--- src/rtl/postprocess_pkg.sv ---
// postprocess_pkg
//   Shared constants and constant functions for the post-processing pipe.
//   Widths are derived from the lane data width DW and the number of
//   fractional bits FRAC so that every parameterisation of the lane agrees
//   on product, sum, rounding and clamp values.
//   Build option: POSTPROC_SAT_CNT_EN (used by postprocess_pipe only).
package postprocess_pkg;

    localparam int unsigned POX_DEF  = 3;
    localparam int unsigned DW_DEF   = 16;
    localparam int unsigned FRAC_DEF = 8;

    // Full-precision signed product x*K.
    function automatic int unsigned prod_w(input int unsigned dw);
        return 2 * dw;
    endfunction

    // Product plus aligned bias, one guard bit for the add.
    function automatic int unsigned sum_w(input int unsigned dw);
        return 2 * dw + 1;
    endfunction

    // Sum plus the round-half-up constant, one more guard bit.
    function automatic int unsigned rnd_w(input int unsigned dw);
        return 2 * dw + 2;
    endfunction

    // Half an LSB of the output; zero when there are no fractional bits.
    function automatic longint round_const(input int unsigned frac);
        if (frac == 0) begin
            return 64'sd0;
        end
        return 64'sd1 <<< (frac - 1);
    endfunction

    function automatic longint sat_max(input int unsigned dw);
        return (64'sd1 <<< (dw - 1)) - 64'sd1;
    endfunction

    function automatic longint sat_min(input int unsigned dw);
        return -(64'sd1 <<< (dw - 1));
    endfunction

endpackage

--- src/rtl/postprocess_lane.sv ---
// postprocess_lane
//   One lane of the affine post-processing datapath, three registered stages:
//     S1: p = x*K (signed, full width), bias captured alongside
//     S2: y = sat(round((p + (B<<FRAC)) >> FRAC)), sat flag
//     S3: optional ReLU, output register
//   Ports:
//     clk, rst     clock, asynchronous active-low reset
//     en           advance all stages (global stall when low)
//     x, k, b      lane input, scale and bias of the beat entering S1
//     relu         ReLU enable of the beat currently held in S2
//     y            lane result (S3 register)
//     sat          clamp occurred for the beat currently held in S2
module postprocess_lane
    import postprocess_pkg::*;
#(
    parameter int unsigned DW   = DW_DEF,
    parameter int unsigned FRAC = FRAC_DEF
) (
    input  logic          clk,
    input  logic          rst,
    input  logic          en,
    input  logic [DW-1:0] x,
    input  logic [DW-1:0] k,
    input  logic [DW-1:0] b,
    input  logic          relu,
    output logic [DW-1:0] y,
    output logic          sat
);

    localparam int unsigned PW = prod_w(DW);
    localparam int unsigned RW = rnd_w(DW);

    localparam logic signed [RW-1:0] RND  = RW'(round_const(FRAC));
    localparam logic signed [RW-1:0] SMAX = RW'(sat_max(DW));
    localparam logic signed [RW-1:0] SMIN = RW'(sat_min(DW));

    logic signed [PW-1:0] p_q, p_d;
    logic        [DW-1:0] b1_q, b1_d;
    logic        [DW-1:0] y2_q, y2_d;
    logic                 sat_q, sat_d;
    logic        [DW-1:0] y_q, y_d;

    logic signed [PW-1:0] prod;
    logic signed [RW-1:0] bias_al;
    logic signed [RW-1:0] sum;
    logic signed [RW-1:0] r;
    logic        [DW-1:0] y2_calc;
    logic                 sat_calc;

    always_comb begin
        p_d      = p_q;
        b1_d     = b1_q;
        y2_d     = y2_q;
        sat_d    = sat_q;
        y_d      = y_q;
        prod     = $signed(x) * $signed(k);
        bias_al  = $signed({{(RW-DW){b1_q[DW-1]}}, b1_q}) <<< FRAC;
        // RND is zero when FRAC=0, so the shift below degenerates to r = s.
        sum      = $signed({{(RW-PW){p_q[PW-1]}}, p_q}) + bias_al + RND;
        r        = sum >>> FRAC;
        y2_calc  = r[DW-1:0];
        sat_calc = 1'b0;
        if (r > SMAX) begin
            y2_calc  = SMAX[DW-1:0];
            sat_calc = 1'b1;
        end else if (r < SMIN) begin
            y2_calc  = SMIN[DW-1:0];
            sat_calc = 1'b1;
        end
        if (en) begin
            p_d   = prod;
            b1_d  = b;
            y2_d  = y2_calc;
            sat_d = sat_calc;
            y_d   = (relu && y2_q[DW-1]) ? '0 : y2_q;
        end
    end

    always_ff @(posedge clk or negedge rst) begin
        if (!rst) begin
            p_q   <= '0;
            b1_q  <= '0;
            y2_q  <= '0;
            sat_q <= 1'b0;
            y_q   <= '0;
        end else begin
            p_q   <= p_d;
            b1_q  <= b1_d;
            y2_q  <= y2_d;
            sat_q <= sat_d;
            y_q   <= y_d;
        end
    end

    assign y   = y_q;
    assign sat = sat_q;

endmodule

--- src/rtl/postprocess_pipe.sv ---
// postprocess_pipe
//   POX-lane folded batch-norm/bias post-processing with optional ReLU,
//   y = sat(round((x*K + (B<<FRAC)) >> FRAC)), 3-cycle latency, full
//   valid/ready backpressure through a single global stall.
//   Ports:
//     clk, rst                 clock, asynchronous active-low reset
//     mux_postprocess_data     lane x values, lane i = [i*DW +: DW]
//     mux_postprocess_valid    input beat valid
//     mux_postprocess_ready    pipe can accept a beat this cycle
//     K, B                     per-lane scale and bias, sampled with the beat
//     relu_en                  ReLU enable, sampled with the beat
//     post_out                 result lanes
//     post_out_valid           output beat valid
//     post_out_ready           downstream accepts the beat
//   Build option POSTPROC_SAT_CNT_EN adds:
//     sat_cnt_clr              synchronous clear of the saturation counter
//     sat_cnt                  saturating count of clamped lanes
module postprocess_pipe
    import postprocess_pkg::*;
#(
    parameter int unsigned POX  = POX_DEF,
    parameter int unsigned DW   = DW_DEF,
    parameter int unsigned FRAC = FRAC_DEF
) (
    input  logic              clk,
    input  logic              rst,
    input  logic [POX*DW-1:0] mux_postprocess_data,
    input  logic              mux_postprocess_valid,
    output logic              mux_postprocess_ready,
    input  logic [POX*DW-1:0] K,
    input  logic [POX*DW-1:0] B,
    input  logic              relu_en,
    output logic [POX*DW-1:0] post_out,
    output logic              post_out_valid,
    input  logic              post_out_ready
`ifdef POSTPROC_SAT_CNT_EN
    ,
    input  logic              sat_cnt_clr,
    output logic [31:0]       sat_cnt
`endif
);

    logic           en;
    logic           v1_q, v1_d;
    logic           v2_q, v2_d;
    logic           v3_q, v3_d;
    logic           relu1_q, relu1_d;
    logic           relu2_q, relu2_d;
    logic [POX-1:0] sat_vec;

    // One stall for the whole pipe: only a full, blocked S3 holds it.
    assign en                    = ~v3_q | post_out_ready;
    assign mux_postprocess_ready = en;

    always_comb begin
        v1_d    = v1_q;
        v2_d    = v2_q;
        v3_d    = v3_q;
        relu1_d = relu1_q;
        relu2_d = relu2_q;
        if (en) begin
            v1_d    = mux_postprocess_valid;
            v2_d    = v1_q;
            v3_d    = v2_q;
            relu1_d = relu_en;
            relu2_d = relu1_q;
        end
    end

    always_ff @(posedge clk or negedge rst) begin
        if (!rst) begin
            v1_q    <= 1'b0;
            v2_q    <= 1'b0;
            v3_q    <= 1'b0;
            relu1_q <= 1'b0;
            relu2_q <= 1'b0;
        end else begin
            v1_q    <= v1_d;
            v2_q    <= v2_d;
            v3_q    <= v3_d;
            relu1_q <= relu1_d;
            relu2_q <= relu2_d;
        end
    end

    assign post_out_valid = v3_q;

    for (genvar i = 0; i < POX; i++) begin : g_lane
        postprocess_lane #(
            .DW   (DW),
            .FRAC (FRAC)
        ) u_lane (
            .clk  (clk),
            .rst  (rst),
            .en   (en),
            .x    (mux_postprocess_data[i*DW +: DW]),
            .k    (K[i*DW +: DW]),
            .b    (B[i*DW +: DW]),
            .relu (relu2_q),
            .y    (post_out[i*DW +: DW]),
            .sat  (sat_vec[i])
        );
    end

`ifdef POSTPROC_SAT_CNT_EN
    logic [31:0] sat_cnt_q, sat_cnt_d;
    logic [31:0] sat_pop;
    logic [32:0] sat_sum;

    always_comb begin
        sat_cnt_d = sat_cnt_q;
        sat_pop   = '0;
        for (int unsigned i = 0; i < POX; i++) begin
            sat_pop = sat_pop + 32'(sat_vec[i]);
        end
        sat_sum = {1'b0, sat_cnt_q} + {1'b0, sat_pop};
        if (sat_cnt_clr) begin
            sat_cnt_d = '0;
        end else if (en && v2_q) begin
            sat_cnt_d = sat_sum[32] ? '1 : sat_sum[31:0];
        end
    end

    always_ff @(posedge clk or negedge rst) begin
        if (!rst) begin
            sat_cnt_q <= '0;
        end else begin
            sat_cnt_q <= sat_cnt_d;
        end
    end

    assign sat_cnt = sat_cnt_q;
`else
    logic unused_sat;
    assign unused_sat = ^sat_vec;
`endif

endmodule

--- config.mk ---
export PLATFORM = sky130hd
export DESIGN_NAME = postprocess_pipe
export DESIGN_NICKNAME = d
export VERILOG_FILES = /design/src/rtl/postprocess_pkg.sv /design/src/rtl/postprocess_lane.sv /design/src/rtl/postprocess_pipe.sv
export SDC_FILE = /design/constraint.sdc
export NUM_CORES = 2
export LEC_CHECK = 0
export CELL_PAD_IN_SITES_DETAIL_PLACEMENT = 1
export CELL_PAD_IN_SITES_GLOBAL_PLACEMENT = 2
export CORE_MARGIN = 1
export CORE_UTILIZATION = 41
export CTS_CLUSTER_SIZE = 12
export DETAILED_ROUTE_END_ITERATION = 16
export GPL_TIMING_DRIVEN = 0
export PLACE_DENSITY_LB_ADDON = 0.1
export SETUP_SLACK_MARGIN = 0.1
export SYNTH_ARGS = -nofsm -noshare
export SYNTH_HDL_FRONTEND = slang
export SYNTH_SLANG_ARGS = --single-unit
--- constraint.sdc ---
create_clock -name clk -period 4.11 [get_ports clk]
set_input_delay 0.822 -clock clk [delete_from_list [all_inputs] [get_ports clk]]
set_output_delay 0.822 -clock clk [all_outputs]
set_load 0.02 [all_outputs]
==> flow_summary.toml <==
[run_status]
status = "finished, violations left"
violations = "setup timing"

[yosys]
synthAdderAreaFrac_pct = 48.1
ys_seq_area_share_pct = 13.8
netlist_area_sq_um = 40700
ys_warn_count = 0
syn_inst = 4404
yosys.area_share.simple_pct = 15.8
synth-compound-area-share_pct = 9.51
synth_top_family_by_area = "adder cells"
ys.flop_type = "dfrtp_1"
synthXorXnorAreaFrac_pct = 3.10
synth_cell_types = 88
async_reset_ff_share_pct = 100
synth_edf_count = 0
ys_seq_elements = 224
avgSynthCellArea_sq_um = 9.25
synth_nets = 5648
synthMuxAreaShare_pct = 0.0553

[cells_and_area]
fin_cells = 6203
fin_area_sq_um = 51900
drive_gt1_share_pct = 20.1
nNetsFinal = 6142
final_util_pct = 52.7
fill_cells = 10900
synthToLayoutAreaGrowth_pct = 27.4

[routing]
wire_per_inst_um = 21.7
drt-initial-drc-count = 1516
dr.pass1.iters = 5
via_per_inst = 5.20
routed_wl_mm = 134
detail-route-antenna-nets = 0
drc = 0
dr_total_vias = 32200

[floorplanning]
die_h_um = 317
fp.coreArea_sq_um = 98400
dieWidth_um = 317
fp-row-count = 115
start_util_pct = 41.4
ios = 199
die_area_sq_um = 101000

[global_routing]
grt_remaining_overflow = 0
grt_pass1_wl_mm = 203
antenna_found_initial = 9
first_global_vias = 35600
track_usage_pct = 26.7
grt_max_degree = 114

[placement]
place.gp.congestion = 0.886
dpl_cell_area_sq_um = 45700
io_buffers = 198
placedCellCount = 5890
hpwl_mm = 107

[timing]
finalMaxSlewViolations = 0
finalCritPeriodShare_pct = 150
rsz0062_at_grt = "true"
finalSetupViolCount = 72
tightest_slew_ns = 1.28
finalWorstSetupSlack_ns = -2.05
clock-skew-final_ns = 0.0341
timing.hold.ws_ns = 0.319
final_hold_viol_count = 0
max_slew_margin_pct = 14.5
max_freq_mhz = 162
period_needed_ns = 6.16

[clocking]
path_clk_slew_ns = 0.07
cts_tree = "done"
hold_buffers = 0
worst_skew_pair.late_latency_ns = 0.56
cts_buffer_depth = 3
cts_buffers = 26
htreeDepth = 1
cts_num_sinks = 224
cts-root-buf = "clkbuf_16"

[flow_run]
maxCapViolCount = 0

[worst_hold_path]
hold_class = "in2async"

[setup_path]
crit_path_end_kind = "register"
setup.worst_path.start = "mux_postprocess_data[44]"
cp.arrival_ns = 6.58
r2r_start = "g_lane[0].u_lane.b1_q[5]"
worstPathMaxFanout = 10
crit_path_start_kind = "primary input"
worstSetupPathType = "in2reg"
crit_required_ns = 4.53
-- cells in the mapped netlist (4+ instances only) --
master | n | share of area [%]
inv_1 | 882 | 8.1
fa_1 | 786 | 39
nand2_1 | 623 | 5.7
and2_1 | 370 | 5.7
ha_1 | 309 | 9.5
dfrtp_1 | 224 | 14
nor2_1 | 176 | 1.6
a21oi_1 | 157 | 1.9
clkbuf_1 | 141 | 1.3
xnor2_1 | 86 | 1.8
o21ai_0 | 77 | 0.95
a21o_1 | 65 | 1.2
xor2_1 | 58 | 1.2
a22o_1 | 46 | 0.99
nor3_1 | 32 | 0.39
o21a_1 | 31 | 0.57
nand4_1 | 27 | 0.41
nand2b_1 | 26 | 0.40
nand3_1 | 25 | 0.31
o31ai_1 | 18 | 0.33
o211ai_1 | 17 | 0.31
o21bai_1 | 16 | 0.29
o221a_2 | 16 | 0.44
nor2b_1 | 15 | 0.23
a211oi_1 | 14 | 0.26
a21oi_2 | 13 | 0.28
nand2_2 | 10 | 0.15
or3_1 | 7 | 0.11
a211o_1 | 6 | 0.13
a31oi_1 | 6 | 0.092
and3_1 | 6 | 0.092
nor4_1 | 6 | 0.092
o2111ai_1 | 6 | 0.13
and4_1 | 5 | 0.11
buf_2 | 5 | 0.061
nand3b_1 | 5 | 0.092
nor3b_1 | 5 | 0.092
a211oi_2 | 4 | 0.12
buf_1 | 4 | 0.037
o41ai_1 | 4 | 0.086
or2_2 | 4 | 0.061
or4_1 | 4 | 0.074
-- metrics by stage --
| stage | setup TNS (ns) | setup WS [ns] |
|---|---|---|
| floorplan | -100.56 | -2.12 |
| global placement | -1909.98 | -7.67 |
| detailed placement | -210.96 | -3.82 |
| CTS | -100.21 | -2.05 |
| global route | -115.16 | -2.24 |
| finish | -103.80 | -2.05 |
-- worst paths after layout --
check	cells past startpoint	to	slack, ns
max reg2reg	13	g_lane[0].u_lane.y2_q[6]	0.22
max in group asynchronous	2	g_lane[1].u_lane.p_q[15]	2.64
min	1	g_lane[2].u_lane.y[8]	0.32
min reg2reg	2	relu1_q	0.47
max	23	g_lane[2].u_lane.p_q[31]	-2.05
min in group clk	2	relu1_q	0.47
-- routing by layer --
metal | share of wire, % | vias up | global-route usage [%]
met5 | 0.0097 | - | 0
met2 | 50 | 653 | 45.8
met1 | 42 | 16900 | 34.9
met3 | 4.5 | 189 | 3.76
li1 | - | 14500 | -
met4 | 3.2 | 2 | 8.24
-- critical path, stage by stage --
cell	delay, ns
clkbuf_4	0.17
clkbuf_8	0.19
nand2_1	0.10
fa_1	0.55
inv_1	0.06
fa_1	0.46
fa_1	0.55
fa_1	0.45
fa_1	0.49
inv_1	0.05
fa_1	0.50
inv_2	0.05
ha_4	0.25
a21o_1	0.15
a21o_1	0.19
a21oi_2	0.15
o211a_1	0.18
o21a_4	0.19
nand2b_4	0.15
nor2b_4	0.22
o41ai_4	0.11
xnor2_2	0.40
o21ai_1	0.12
-- registers in the layout, indices dropped and copies added, names as in the netlist --
register	cells
g_lane.u_lane.p_q	75
g_lane.u_lane.b1_q	48
g_lane.u_lane.y2_q	48
g_lane.u_lane.y	48
post_out_valid	1
relu1_q	1
relu2_q	1
v1_q	1
v2_q	1
-- layout make-up --
type	instances	area [sq um]	share of cell area (%)
timing repair buffer	466	4700	9.06
multi-input combinational	3142	33400	64.4
clock inverter	10	239	0.461
buffer	155	2230	4.30
tap	1287	1610	3.10
inverter	883	3320	6.40
antenna	1	2.50	0.00482
sequential	224	5610	10.8
clock buffer	35	754	1.45
-- cells by family after synthesis --
kind of cell / Yosys count
compound gates: 548
mux: 2
flops: 224
fa+ha+maj: 1095
buf+inv: 1038
xor+xnor: 144
simple gates: 1353
-- what timing repair did --
item,4_1_cts,5_1_grt
gates resized for setup,1027,283
cloned,4,8
setup buffers,149,114
pin swaps,216,233
setup endpoints to repair,89,110
-- cells in the final DEF, fill, tap and decap left out, types with 42 or more instances in the layout --
cell type        Yosys  final
fa_1               786    730
nor2_1             176    165
and2_1             370    326
clkbuf_1           141     48
o21ai_0             77     44
xnor2_1             86     60
ha_1               309    257
clkbuf_16            0     84
inv_2                0     56
xor2_1              58     51
buf_4                3    201
inv_1              882    824
dfrtp_1            224    223
a21o_1              65     65
a21oi_2             13     49
and2_4               0     44
clkdlybuf4s50_1      0    103
a21oi_1            157    109
a22o_1              46     46
ha_4                 0     42
buf_6                1    102
fa_2                 0     56
nand2_1            623    588
Power is not shown: default switching activity piles up to over one toggle a cycle in this logic, so the estimate is an artifact.
